`config.mk`:
```
export PLATFORM = sky130hd
export DESIGN_NAME = weight_vector_gen
export DESIGN_NICKNAME = d
export VERILOG_FILES = /design/src/rtl/wvg_pkg.sv /design/src/rtl/wvg_gosper_next.sv /design/src/rtl/weight_vector_gen.sv
export SDC_FILE = /design/constraint.sdc
export NUM_CORES = 1
export LEC_CHECK = 0
export ABC_AREA = 1
export CAP_MARGIN = 30
export CORE_UTILIZATION = 58
export DETAILED_ROUTE_END_ITERATION = 10
export GPL_TIMING_DRIVEN = 0
export PLACE_DENSITY = 0.85
export SLEW_MARGIN = 20
export SYNTH_ARGS = -nofsm -noshare
export SYNTH_HDL_FRONTEND = slang
export SYNTH_SLANG_ARGS = --single-unit
```
`constraint.sdc`:
```
create_clock -name clk -period 3.5 [get_ports clk]
set_input_delay 0.35 -clock clk [delete_from_list [all_inputs] [get_ports clk]]
set_output_delay 0.35 -clock clk [all_outputs]
set_load 0.02 [all_outputs]
```
`src/rtl/wvg_pkg.sv`:
```
// Shared types and constants for the weight-constrained vector generator.
// Holds the FSM state encoding, the width ceiling and a binomial helper.
package wvg_pkg;

    localparam int MAX_VEC_WIDTH = 16;

    typedef enum logic [0:0] {
        IDLE = 1'b0,
        RUN  = 1'b1
    } state_t;

    // Number of vectors of width n with exactly k ones, i.e. beats in one run.
    function automatic int n_choose_k(input int n, input int k);
        longint r;
        r = 1;
        if (k < 0 || k > n) begin
            return 0;
        end
        for (int i = 0; i < k; i++) begin
            r = r * longint'(n - i) / longint'(i + 1);
        end
        return int'(r);
    endfunction

endpackage

```
`src/rtl/wvg_gosper_next.sv`:
```
// Next larger vector with the same popcount (Gosper's hack), purely combinational.
// Zero latency, no flow control; the caller never presents 0 or the final vector of a run.
module wvg_gosper_next #(
    parameter int VEC_WIDTH = 6
) (
    input  logic [VEC_WIDTH-1:0] v,
    output logic [VEC_WIDTH-1:0] next
);

    localparam int CW = $clog2(VEC_WIDTH + 1);

    logic [VEC_WIDTH:0] v_ext;
    logic [VEC_WIDTH:0] c;
    logic [VEC_WIDTH:0] r;
    logic [VEC_WIDTH:0] t;
    logic [CW-1:0]      ctz;

    always_comb begin
        v_ext = {1'b0, v};
        c     = v_ext & (~v_ext + 1'b1);
        r     = v_ext + c;
        // c is one-hot, so this priority encoder replaces the divide by c.
        ctz   = '0;
        for (int i = VEC_WIDTH - 1; i >= 0; i--) begin
            if (c[i]) begin
                ctz = CW'(i);
            end
        end
        t     = ((r ^ v_ext) >> 2) >> ctz;
        next  = VEC_WIDTH'(r | t);
    end

endmodule

```
`src/rtl/weight_vector_gen.sv`:
```
// Streams every VEC_WIDTH-bit vector of popcount k in ascending order, one beat per clock.
// First beat 1 clk after command accept; all stream outputs hold while m_valid && !m_ready.
module weight_vector_gen
    import wvg_pkg::*;
#(
    parameter int VEC_WIDTH = 6,
    parameter int CNT_WIDTH = $clog2(VEC_WIDTH + 1),
    parameter int IDX_WIDTH = VEC_WIDTH
) (
    input  logic                 clk,
    input  logic                 rst,
    input  logic                 cmd_valid,
    output logic                 cmd_ready,
    input  logic [CNT_WIDTH-1:0] cmd_weight,
    output logic                 m_valid,
    input  logic                 m_ready,
    output logic [VEC_WIDTH-1:0] m_data,
    output logic                 m_last,
    output logic [IDX_WIDTH-1:0] m_index,
    output logic                 err
);

    generate
        if (VEC_WIDTH < 1 || VEC_WIDTH > MAX_VEC_WIDTH) begin : g_bad_width
            $fatal(1, "weight_vector_gen: VEC_WIDTH must be in 1..16");
        end
    endgenerate

    function automatic logic [VEC_WIDTH-1:0] low_ones(input int k);
        logic [VEC_WIDTH-1:0] ones;
        ones = '1;
        return ~(ones << k);
    endfunction

    function automatic logic [VEC_WIDTH-1:0] high_ones(input int k);
        logic [VEC_WIDTH-1:0] ones;
        ones = '1;
        return ones << (VEC_WIDTH - k);
    endfunction

    state_t               state;
    logic [CNT_WIDTH-1:0] k_q;
    logic [VEC_WIDTH-1:0] gnext;
    logic [VEC_WIDTH-1:0] first_pat;
    logic                 first_is_last;
    logic                 weight_ok;

    wvg_gosper_next #(
        .VEC_WIDTH (VEC_WIDTH)
    ) u_next (
        .v    (m_data),
        .next (gnext)
    );

    always_comb begin
        weight_ok     = int'(cmd_weight) <= VEC_WIDTH;
        first_pat     = low_ones(int'(cmd_weight));
        first_is_last = first_pat == high_ones(int'(cmd_weight));
    end

    // Gated by rst so that a held reset never advertises readiness.
    assign cmd_ready = (state == IDLE) && !rst;

    always_ff @(posedge clk or posedge rst) begin
        if (rst) begin
            state   <= IDLE;
            k_q     <= '0;
            m_valid <= 1'b0;
            m_data  <= '0;
            m_last  <= 1'b0;
            m_index <= '0;
            err     <= 1'b0;
        end else begin
            err <= 1'b0;
            if (state == IDLE) begin
                if (cmd_valid) begin
                    if (weight_ok) begin
                        state   <= RUN;
                        k_q     <= cmd_weight;
                        m_valid <= 1'b1;
                        m_data  <= first_pat;
                        m_index <= '0;
                        m_last  <= first_is_last;
                    end else begin
                        err <= 1'b1;
                    end
                end
            end else if (m_ready) begin
                if (m_last) begin
                    state   <= IDLE;
                    m_valid <= 1'b0;
                    m_last  <= 1'b0;
                end else begin
                    m_data  <= gnext;
                    m_index <= m_index + IDX_WIDTH'(1);
                    m_last  <= gnext == high_ones(int'(k_q));
                end
            end
        end
    end

    a_popcount: assert property (@(posedge clk) disable iff (rst)
        m_valid |-> ($countones(m_data) == int'(k_q)));

    a_hold: assert property (@(posedge clk) disable iff (rst)
        (m_valid && !m_ready) |=> (m_valid && $stable(m_data) && $stable(m_index) && $stable(m_last)));

endmodule

```
-- Word-level counts from Yosys, hierarchy flattened
Cells that the tools add are included.
- bits in registers: 19
- logic and storage cells: 70
- add/subtract/negate cells: 5
- magnitude comparators: 1
- equality and inequality tests: 5
- shifts and indexed selects: 4
- multiplexer cells: 34
- bitwise gates (word level): 6
- reductions and logical operators: 8
- operators by type and width (cell ; number):
    $shl A6 B32 Y6 const A ; 2
    $mux W6 ; 10
    $mux W1 ; 18
    $mux W3 ; 6
    $eq A6 B6 Y1 ; 2
    $reduce_and A4 Y1 ; 2
    $sub A3 B3 Y4 const A ; 2
    $add A6 B7 Y7 ; 1
    $add A7 B1 Y7 const B ; 1
    $and A6 B7 Y7 ; 1
    $not A6 Y7 ; 1
    $xor A7 B6 Y7 ; 1
    $add A6 B1 Y6 const B ; 1
    $ne A2 B2 Y1 const B ; 3
    $not A6 Y6 ; 1
    $or A6 B6 Y6 ; 1
    $reduce_and A3 Y1 ; 2
    $shl A6 B3 Y6 const A ; 1
    $shr A5 B3 Y6 ; 1
    $reduce_bool A2 Y1 ; 2
    $le A3 B3 Y1 const B ; 1
    $logic_and A1 B1 Y1 ; 1
    $logic_not A1 Y1 ; 1
    $not A1 Y1 ; 1

-- Depth between registers and ports, before layout
- depth in word-level cells: 15
- gate-level depth with buffers: 15

-- By module
A second synthesis with hierarchy kept.
- cell total of the unflattened synthesis: 236
- area, all modules: 1581.5 um2
- modules (own cells, without submodules) (module ; instances ; cells each ; area an instance (um2)):
    weight_vector_gen ; 1 ; 173 ; 1270.0
    wvg_gosper_next ; 1 ; 63 ; 311.5

-- Worst setup path before layout
OpenSTA, ideal clock, no wires.
- path type: flip-flop to flip-flop
- from: register m_data[3]
- to: register m_last
- setup time: 0.073 ns
- data arrival time: 1.682 ns
- required time: 3.427 ns
- setup slack: 1.745 ns
- stages on the path, launching flop included: 15
- path buffers: 1
- period minus slack after synthesis: 1.755 ns
- cells stage by stage: dfrtp_1 > buf_2 > nor2_4 > nand4_2 > nand3_2 > clkinv_2 > nand2_1 > nand2_1 > nand3_2 > nand2_1 > nand2_1 > nand2_1 > nor2_1 > nand3_1 > a21oi_2
- longest elaborated chain between the ends: 15
- elaborated cells on any way between the ends: 17
- classes of those cells: 2 x add/sub; 1 x eq/ne; 1 x shift; 9 x mux; 4 x bitwise
- ends and longest elaborated chain (element ; line ; text):
    start: declaration ; weight_vector_gen.sv:17 ; output logic [VEC_WIDTH-1:0] m_data,
    start signal: assignment ; weight_vector_gen.sv:81 ; m_data <= first_pat;
    start signal: assignment ; weight_vector_gen.sv:94 ; m_data <= gnext;
    branches (longest 10 deep; another with $add A7 B1 Y7) ; - ;
    $or A6 B6 Y6 (*) ; wvg_gosper_next.sv:30 ; next = VEC_WIDTH'(r | t);
    $eq A6 B6 Y1 (*) ; weight_vector_gen.sv:96 ; m_last <= gnext == high_ones(int'(k_q));
    $mux W1 (*) ; weight_vector_gen.sv:89 ; if (m_last) begin
    $mux W1 (*) ; weight_vector_gen.sv:88 ; end else if (m_ready) begin
    $mux W1 (*) ; weight_vector_gen.sv:75 ; if (state == IDLE) begin
    end signal: assignment ; weight_vector_gen.sv:83 ; m_last <= first_is_last;
    end signal: assignment ; weight_vector_gen.sv:96 ;
    end: declaration ; weight_vector_gen.sv:18 ; output logic m_last,
Every way passes the cells marked *. The select of a mux whose other input is x is not followed.
A chain may end at the register's enable or synchronous reset.

-- Worst setup path in the final report
- from: input cmd_weight[0]
- to: register m_data[3]
- longest elaborated chain between the ends: 5
- elaborated cells on any way between the ends: 8
- classes of those cells: 1 x order compare; 1 x shift; 3 x mux; 1 x bitwise; 2 x reduce/logical
- ends and longest elaborated chain (element ; line ; text):
    start: declaration ; weight_vector_gen.sv:14 ; input logic [CNT_WIDTH-1:0] cmd_weight,
    $shl A6 B3 Y6 ; weight_vector_gen.sv:32 ; return ~(ones << k);
    $not A6 Y6 ; weight_vector_gen.sv:32 ;
    $mux W6 ; weight_vector_gen.sv:77 ; if (weight_ok) begin
    $mux W6 ; weight_vector_gen.sv:76 ; if (cmd_valid) begin
    $mux W6 ; weight_vector_gen.sv:75 ;
Parallel ways exist; a longest one is shown, timed or not. The select of a mux whose other input is x is not followed.

==> impl_metrics.toml <==
[clock_network]
cts_tree = "done"
cts_hold_buf = 0
post_cts_buffers = 0
clk_pin_slew_ps = 120
cts.sinks = 19
h-tree-depth = 1
clock_path_buffers = 2
root_buffer = "clkbuf_4"
worstSkewPairLatency_ps = 320
cts-resized-gates = 0
numCtsBuffers = 3

[yosys]
synth_seq_cells = 19
ys_warn_count = 0
synth_top_cell_area_share_pct = 31.67
yosys.area.top_type = "dfrtp_1"
synthFlopType = "dfrtp_1"
syn_nets = 240
syn_area_mm2 = 0.001501
synth.distinct_cells = 31
synth_cells = 227
synth-async-reset-ratio_pct = 100.0
ys_top_cells_by_area = "dfrtp_1, nand2_1, inv_1"
yosysSeqAreaShare_pct = 31.67
avgSynthCellArea_um2 = 6.614
synth-edff-count = 0

[critical_path]
endpoint_kind = "register"
path_class = "input pin to register"
reg2reg_depth = 12
crit_arrival_ps = 2160
crit_path_start_kind = "input pin"
worstPathRequired_ps = 3720
cp_max_fo = 10

[route]
ant_nets = 0
drc = 0
wire_per_inst_um = 11.53
drt_iter0_markers = 26
drt_wl_total_um = 3264
viasPerCell = 5.261
dr.pass1.iters = 4
vias = 1489

[place]
dp_slack_ps = 1251
dp_hpwl_um = 2615
place_congestion = 0.8964
io_buffers = 22

[layout]
mostFrequentLayoutCell = "nand2_1"
drive_above_1_share_pct = 9.486
nets = 267
fill_cells = 217
mostFrequentLayoutCells = "nand2_1, inv_1, clkdlybuf4s50_1"
area_delta_synth_final_pct = 19.17
diodes = 0

[floorplan]
ios = 23
rows = 18
die_w_um = 52.88
die_h_um = 52.88
die_area_mm2 = 0.002796
initial_core_util_pct = 61.16
coreArea_mm2 = 0.002455

[timing]
layout_min_cycle_time_ps = 1942
worst_slew_pin_slew_ps = 736.3
setup-tns-final_ps = 0
final_hold_viol_count = 0
layout_setup_ws_ps = 1558
rsz0062_at_grt = "false"
finalSetupViolCount = 0
fin_skew_ps = 6.458
maxSlewViolCount = 0
relSlewSlack_pct = 50.86
fmax_ghz = 0.5148
period_share_pct = 55.50

[global_route]
grt_start_max_net_pins = 20
use_met1_pct = 39.00
busiest_layer = "met2"
grt.overflow.total = 0
use_met3_pct = 4.310
grt_usage_pct = 27.26
grt_first_pass_wirelength_um = 5623
met2_usage_pct = 43.67
grt_pass1_vias = 1297
antenna_found_initial = 0

[min_path]
hold_path.class = "input pin to async pin"

[pwr]
finalPower_w = 0.001741
p_leak_nw = 0.8994
p_per_area_mw_per_mm2 = 973.1
max-vdd-ir-drop_mv = 0.6173

[run]
drv_cap = 0

[outcome]
status = "complete, no violations"
## layout make-up
type	count	area, µm²	area share (%)
Multi-Input combinational cell	168	870.8	48.67
Sequential cell	19	475.5	26.57
Timing Repair Buffer	22	220.2	12.31
Clock buffer	3	22.52	1.259
Tap cell	30	37.54	2.098
Inverter	37	140.1	7.832
Clock inverter	1	7.507	0.4196
Buffer	3	15.01	0.8392
## critical path, stage by stage
cell	delay, ps
clkdlybuf4s50_1	500
inv_1	90
ha_1	220
nor2_1	170
nand2_1	70
nand2_1	170
clkinv_1	260
o221ai_1	260
inv_1	70
## registers in the layout, indices dropped and copies added (netlist names)
name,flops
m_last,1
state,1
err,1
m_index,6
k_q,3
m_valid,1
m_data,6
## kinds of logic (layout without fill, tap and decap cells)
family                     count (synthesis)  count (layout)  synth area share (%)
and+or+nand+nor                          127             127                 39.08
xor gates and xnor gates                   2               2                 1.167
AOI/OAI and AO/OA                         33              33                 12.75
DFF                                       19              19                 31.67
buffers and inverters                     40              66                 10.33
adders and majority gates                  6               6                 5.000
## final timing paths
check / from / to / slack [ps]
min in group clk: m_valid / m_valid / 490
max in group asynchronous: rst / m_data[5] / 2570
worst max register to register: m_data[1] / m_last / 1580
worst min register to register: m_valid / m_valid / 490
worst max-delay path: cmd_weight[0] / m_data[3] / 1560
worst min-delay path: rst / state / 470
## stage by stage
step           utilization, %  hold slack (ps)  instances  cell area [µm²]
6_report                72.88            467.2        283             1789
5_1_grt                 72.88            538.1        283             1789
3_5_place_dp            71.66            461.2        279             1759
4_1_cts                 72.88            490.6        283             1789
3_3_place_gp            71.66            460.8        279             1759
2_1_floorplan               -            301.1        227             1501
## cells in the mapped netlist (2+ instances only)
library cell and instances:
a21oi_1 3, a21oi_2 2, buf_2 3, dfrtp_1 19
ha_1 6, inv_1 32, inv_2 3, nand2_1 68
nand3_1 18, nand3_2 3, nand3b_1 2, nand4_1 3
nor2_1 15, nor2_2 3, nor2_4 2, nor3_1 7
o21ai_0 19, o21ai_1 2, o221ai_1 3, o22ai_1 2
xor2_1 2
## metal layers
layer | wire [µm] | vias to the layer above | share of wire, %
li1 | - | 802 | -
met1 | 1691 | 654 | 52
met2 | 1449 | 30 | 44
met3 | 97 | 3 | 3.0
met4 | 26 | 0 | 0.80
met5 | 0 | - | 0
## where the power goes
group | switching, W | total [W] | internal (W)
Clock | 0.0000780 | 0.000122 | 0.0000437
Combinational | 0.000774 | 0.00123 | 0.000454
Sequential | 0.0000851 | 0.000392 | 0.000307
Total | 0.000937 | 0.00174 | 0.000804
No activity file was read; power rests on OpenSTA's default activity.
==> patch 1, RTL diff (config.mk and constraints unchanged) <==
`VEC_WIDTH` is set to 6 in 2 places; all go to 12.
--- a/src/rtl/wvg_gosper_next.sv
+++ b/src/rtl/wvg_gosper_next.sv
@@ -2,5 +2,5 @@
 // Zero latency, no flow control; the caller never presents 0 or the final vector of a run.
 module wvg_gosper_next #(
-    parameter int VEC_WIDTH = 6
+    parameter int VEC_WIDTH = 12
 ) (
     input  logic [VEC_WIDTH-1:0] v,
--- a/src/rtl/weight_vector_gen.sv
+++ b/src/rtl/weight_vector_gen.sv
@@ -4,5 +4,5 @@
     import wvg_pkg::*;
 #(
-    parameter int VEC_WIDTH = 6,
+    parameter int VEC_WIDTH = 12,
     parameter int CNT_WIDTH = $clog2(VEC_WIDTH + 1),
     parameter int IDX_WIDTH = VEC_WIDTH
Ports: changed (resized cmd_weight, m_data and m_index); port bits go from 23 to 36. The function was not compared with the original's and may differ.
==> patch 1 against the original RTL <==
Synthesized area increased by 120%; via count grew 150%; worst hold slack better by 0.026 ns; final cell count grew 130%; final area rose by 110%; maximum frequency down 35%; worst setup slack got worse by 1.0 ns; die area increased by 110%; routed wire length increased to 2.9 times the old value; sequential cell count increased by 13; power rose by 120%; combinational power grew 130%; sequential power is 71% higher.
==> patch 1: results <==
run_status:
  status: "complete, no violations"
power_and_ir_drop:
  p_int_mw: 1.671
  total_power_mw: 3.898
  ir_drop_mv: 0.6234
  p_comb_share_pct: 73.6
  p_clk_share_pct: 9.2
  p_leak_nw: 1.930
clocking:
  clk_latency_ns: 0.29
  cts.clk_slew.worst_paths_ns: 0.07
  htree_levels: 2
  cts-buffers-inserted: 5
  cts_resized: 0
  root_buffer: "clkbuf_8"
  post_cts_buffers: 0
grt:
  use_met3_pct: 4.643
  grt_max_degree: 33
  grt_pass1_vias: 3382
  met1_usage_pct: 43.61
  grtUsageMet2_pct: 55.00
  grt_pass1_wl_um: 15680
  track_usage_pct: 33.56
routing:
  first_pass_iters: 5
  met3_length_um: 626
  drt_iter0_markers: 317
  wl_met1_um: 4117
  via_count: 3684
  wl_met2_um: 4318
  routed_wl_um: 9433
yosys:
  ys_types: 44
  syn-num-nets: 543
  synth.yosys.seq_area_share_pct: 24.54
  synth_area_leaders: "dfrtp_1 25%, nand2_1 15%, inv_1 7.8%, nor2_1 7.5%, nand3_1 7.1%"
  async_flop_share_pct: 100.0
  netlist_top_cells_count: "127 x nand2_1, 68 x inv_1, 65 x nor2_1"
  synthFlopType: "dfrtp_1"
setup_path:
  critical_path_peak_fanout: 8
  cp_top_family: "simple AND/OR/NAND/NOR gates"
  r2r_cells: 19
  crit_start: "m_data[1]"
  crit_end: "m_last"
  crit_slowest_cell: "dfrtp_1"
  critPathArrivalTime_ns: 3.20
  r2r_setup_slack_ns: 0.52
sta:
  hold_ws_ns: 0.4932
  tightest_slew_ns: 0.6597
  skew_ns: 0.009765
cells_and_area:
  nets: 584
  largestRegisters: "m_data: 12 flops, m_index: 12 flops, k_q: 4 flops"
  drive_gt1_share_pct: 9.632
  final.fill_count: 454
placed_design:
  numPortBuffers: 34
  place.gp.congestion: 0.9579
  hpwl_um: 7516
==> patch 1: metrics by stage <==
stage          setup slack, ns  area, um^2  utilization (%)  cells
2_1_floorplan            1.122        3263                -    529
3_3_place_gp            0.6701        3691            70.04    633
3_5_place_dp            0.6203        3691            70.04    633
4_1_cts                 0.5832        3802            72.15    641
5_1_grt                 0.2380        3802            72.15    641
6_report                0.5164        3802            72.15    641
==> patch 1: cell type report <==
cell class | count | share of cell area (%)
timing repair buffer | 34 | 8.950
tap | 70 | 2.303
clock inverter | 3 | 1.119
multi-input combinational | 412 | 55.81
buffer | 12 | 1.744
inverter | 73 | 7.206
sequential | 32 | 21.06
clock buffer | 5 | 1.810
==> patch 1: cells by family (layout without fill, tap and decap cells) <==
kind of cell,count (synthesis),after routing,synth area share (%)
compound gates,101,101,17.64
xor+xnor,9,9,2.416
fa+ha+maj,6,6,2.301
buf+inv,85,127,10.43
flops,32,32,24.54
simple gates,296,296,42.68
==> patch 2, RTL diff (same settings) <==
Made on the original files. Register the output `err` once more, cleared by the reset; this adds one clock of latency there. The other outputs are not delayed to match.
--- a/src/rtl/weight_vector_gen.sv
+++ b/src/rtl/weight_vector_gen.sv
@@ -20,4 +20,6 @@
     output logic                 err
 );
+
+    logic err_s0;
 
     generate
@@ -70,7 +72,7 @@
             m_last  <= 1'b0;
             m_index <= '0;
-            err     <= 1'b0;
+            err_s0  <= 1'b0;
         end else begin
-            err <= 1'b0;
+            err_s0 <= 1'b0;
             if (state == IDLE) begin
                 if (cmd_valid) begin
@@ -83,5 +85,5 @@
                         m_last  <= first_is_last;
                     end else begin
-                        err <= 1'b1;
+                        err_s0 <= 1'b1;
                     end
                 end
@@ -106,4 +108,12 @@
         (m_valid && !m_ready) |=> (m_valid && $stable(m_data) && $stable(m_index) && $stable(m_last)));
 
+    always_ff @(posedge clk or posedge rst) begin
+        if (rst) begin
+            err <= '0;
+        end else begin
+            err <= err_s0;
+        end
+    end
+
 endmodule
 
Formal check against the unedited RTL: not equivalent (a bounded check fails within 4 cycles, from zero or initial values and one cycle with rst high).
==> patch 2 against the original RTL <==
Power increased by 6.0%; maximum frequency is 5.3% lower; via count rose by 3.2%; worst setup slack got worse by 0.11 ns; sequential cell count increased by 1; routed wire length increased by 9.7%; final area increased by 1.7%; synthesized cell count unchanged; synthesized area is 1.7% higher; first-iteration DRC count grew to 3.0 times the old value; utilization is 0.60 points higher; sequential share of layout area is 0.92 points higher; critical path type is now register to register; critical endpoint is now m_last.
==> patch 2: results <==
run_status:
  status: "complete, no violations"
yosys:
  yosys.area_share.xor_xnor_pct: 1.148
  synth.yosys.seq_area_share_pct: 32.79
  synth_area_leaders: "dfrtp_1 33%, nand2_1 16%, inv_1 9.3%, nand3_1 6.2%, o21ai_0 5.2%"
  synth_fa_ha_area_share_pct: 4.918
setup_path:
  crit_start: "m_data[2]"
  critical_path_peak_fanout: 8
  r2r_cells: 11
  crit_slowest_cell: "dfrtp_1"
routing:
  routed_wl_um: 3579
  first_pass_iters: 5
  via_per_inst: 5.431
  drt_iter0_markers: 79
  met3_length_um: 181
grt:
  use_met3_pct: 6.609
  met1_usage_pct: 36.35
  grt_pass1_wl_um: 5823
  grtUsageMet2_pct: 46.67
cells_and_area:
  postLayoutCellArea_mm2: 0.001821
  drive_gt1_share_pct: 7.510
power_and_ir_drop:
  swShare_pct: 53.67
  p_comb_share_pct: 68.6
  p_leak_nw: 0.9201
sta:
  skew_ns: 0.01179
hold_path:
  hold_class: "register to register"
placed_design:
  hpwl_um: 2724
-- patch 2: cell types whose count changed in the layout (fill, tap and decap cells not counted), moves of 3 or more --
cell     delta
a21oi_1     +5
buf_2       -3
inv_1       +6
nand2_1     -4
nand2_2     +3
o21ai_0     -3
-- patch 2: worst max-delay path, delay by kind of cell (launching register included) --
family / cells / cell delay (ns)
simple gates: 9 / 1.26
flops: 1 / 0.49
compound gates: 2 / 0.23
-- patch 2: cell type report --
| type | count | share of cell area (%) |
|---|---|---|
| buffer | 1 | 0.2062 |
| clock buffer | 4 | 1.993 |
| inverter | 42 | 8.660 |
| multi-input combinational | 164 | 47.49 |
| sequential | 20 | 27.49 |
| tap | 30 | 2.062 |
| timing repair buffer | 22 | 12.10 |
-- patch 2: worst max path at each step --
stage              to  slack (ns)  depth (start not counted)
2_1_floorplan  m_last        1.78                         13
4_1_cts        m_last        1.51                         11
5_1_grt        m_last        1.29                         11
3_5_place_dp   m_last        1.36                         11
6_report       m_last        1.45                         11
3_3_place_gp   m_last        1.40                         11
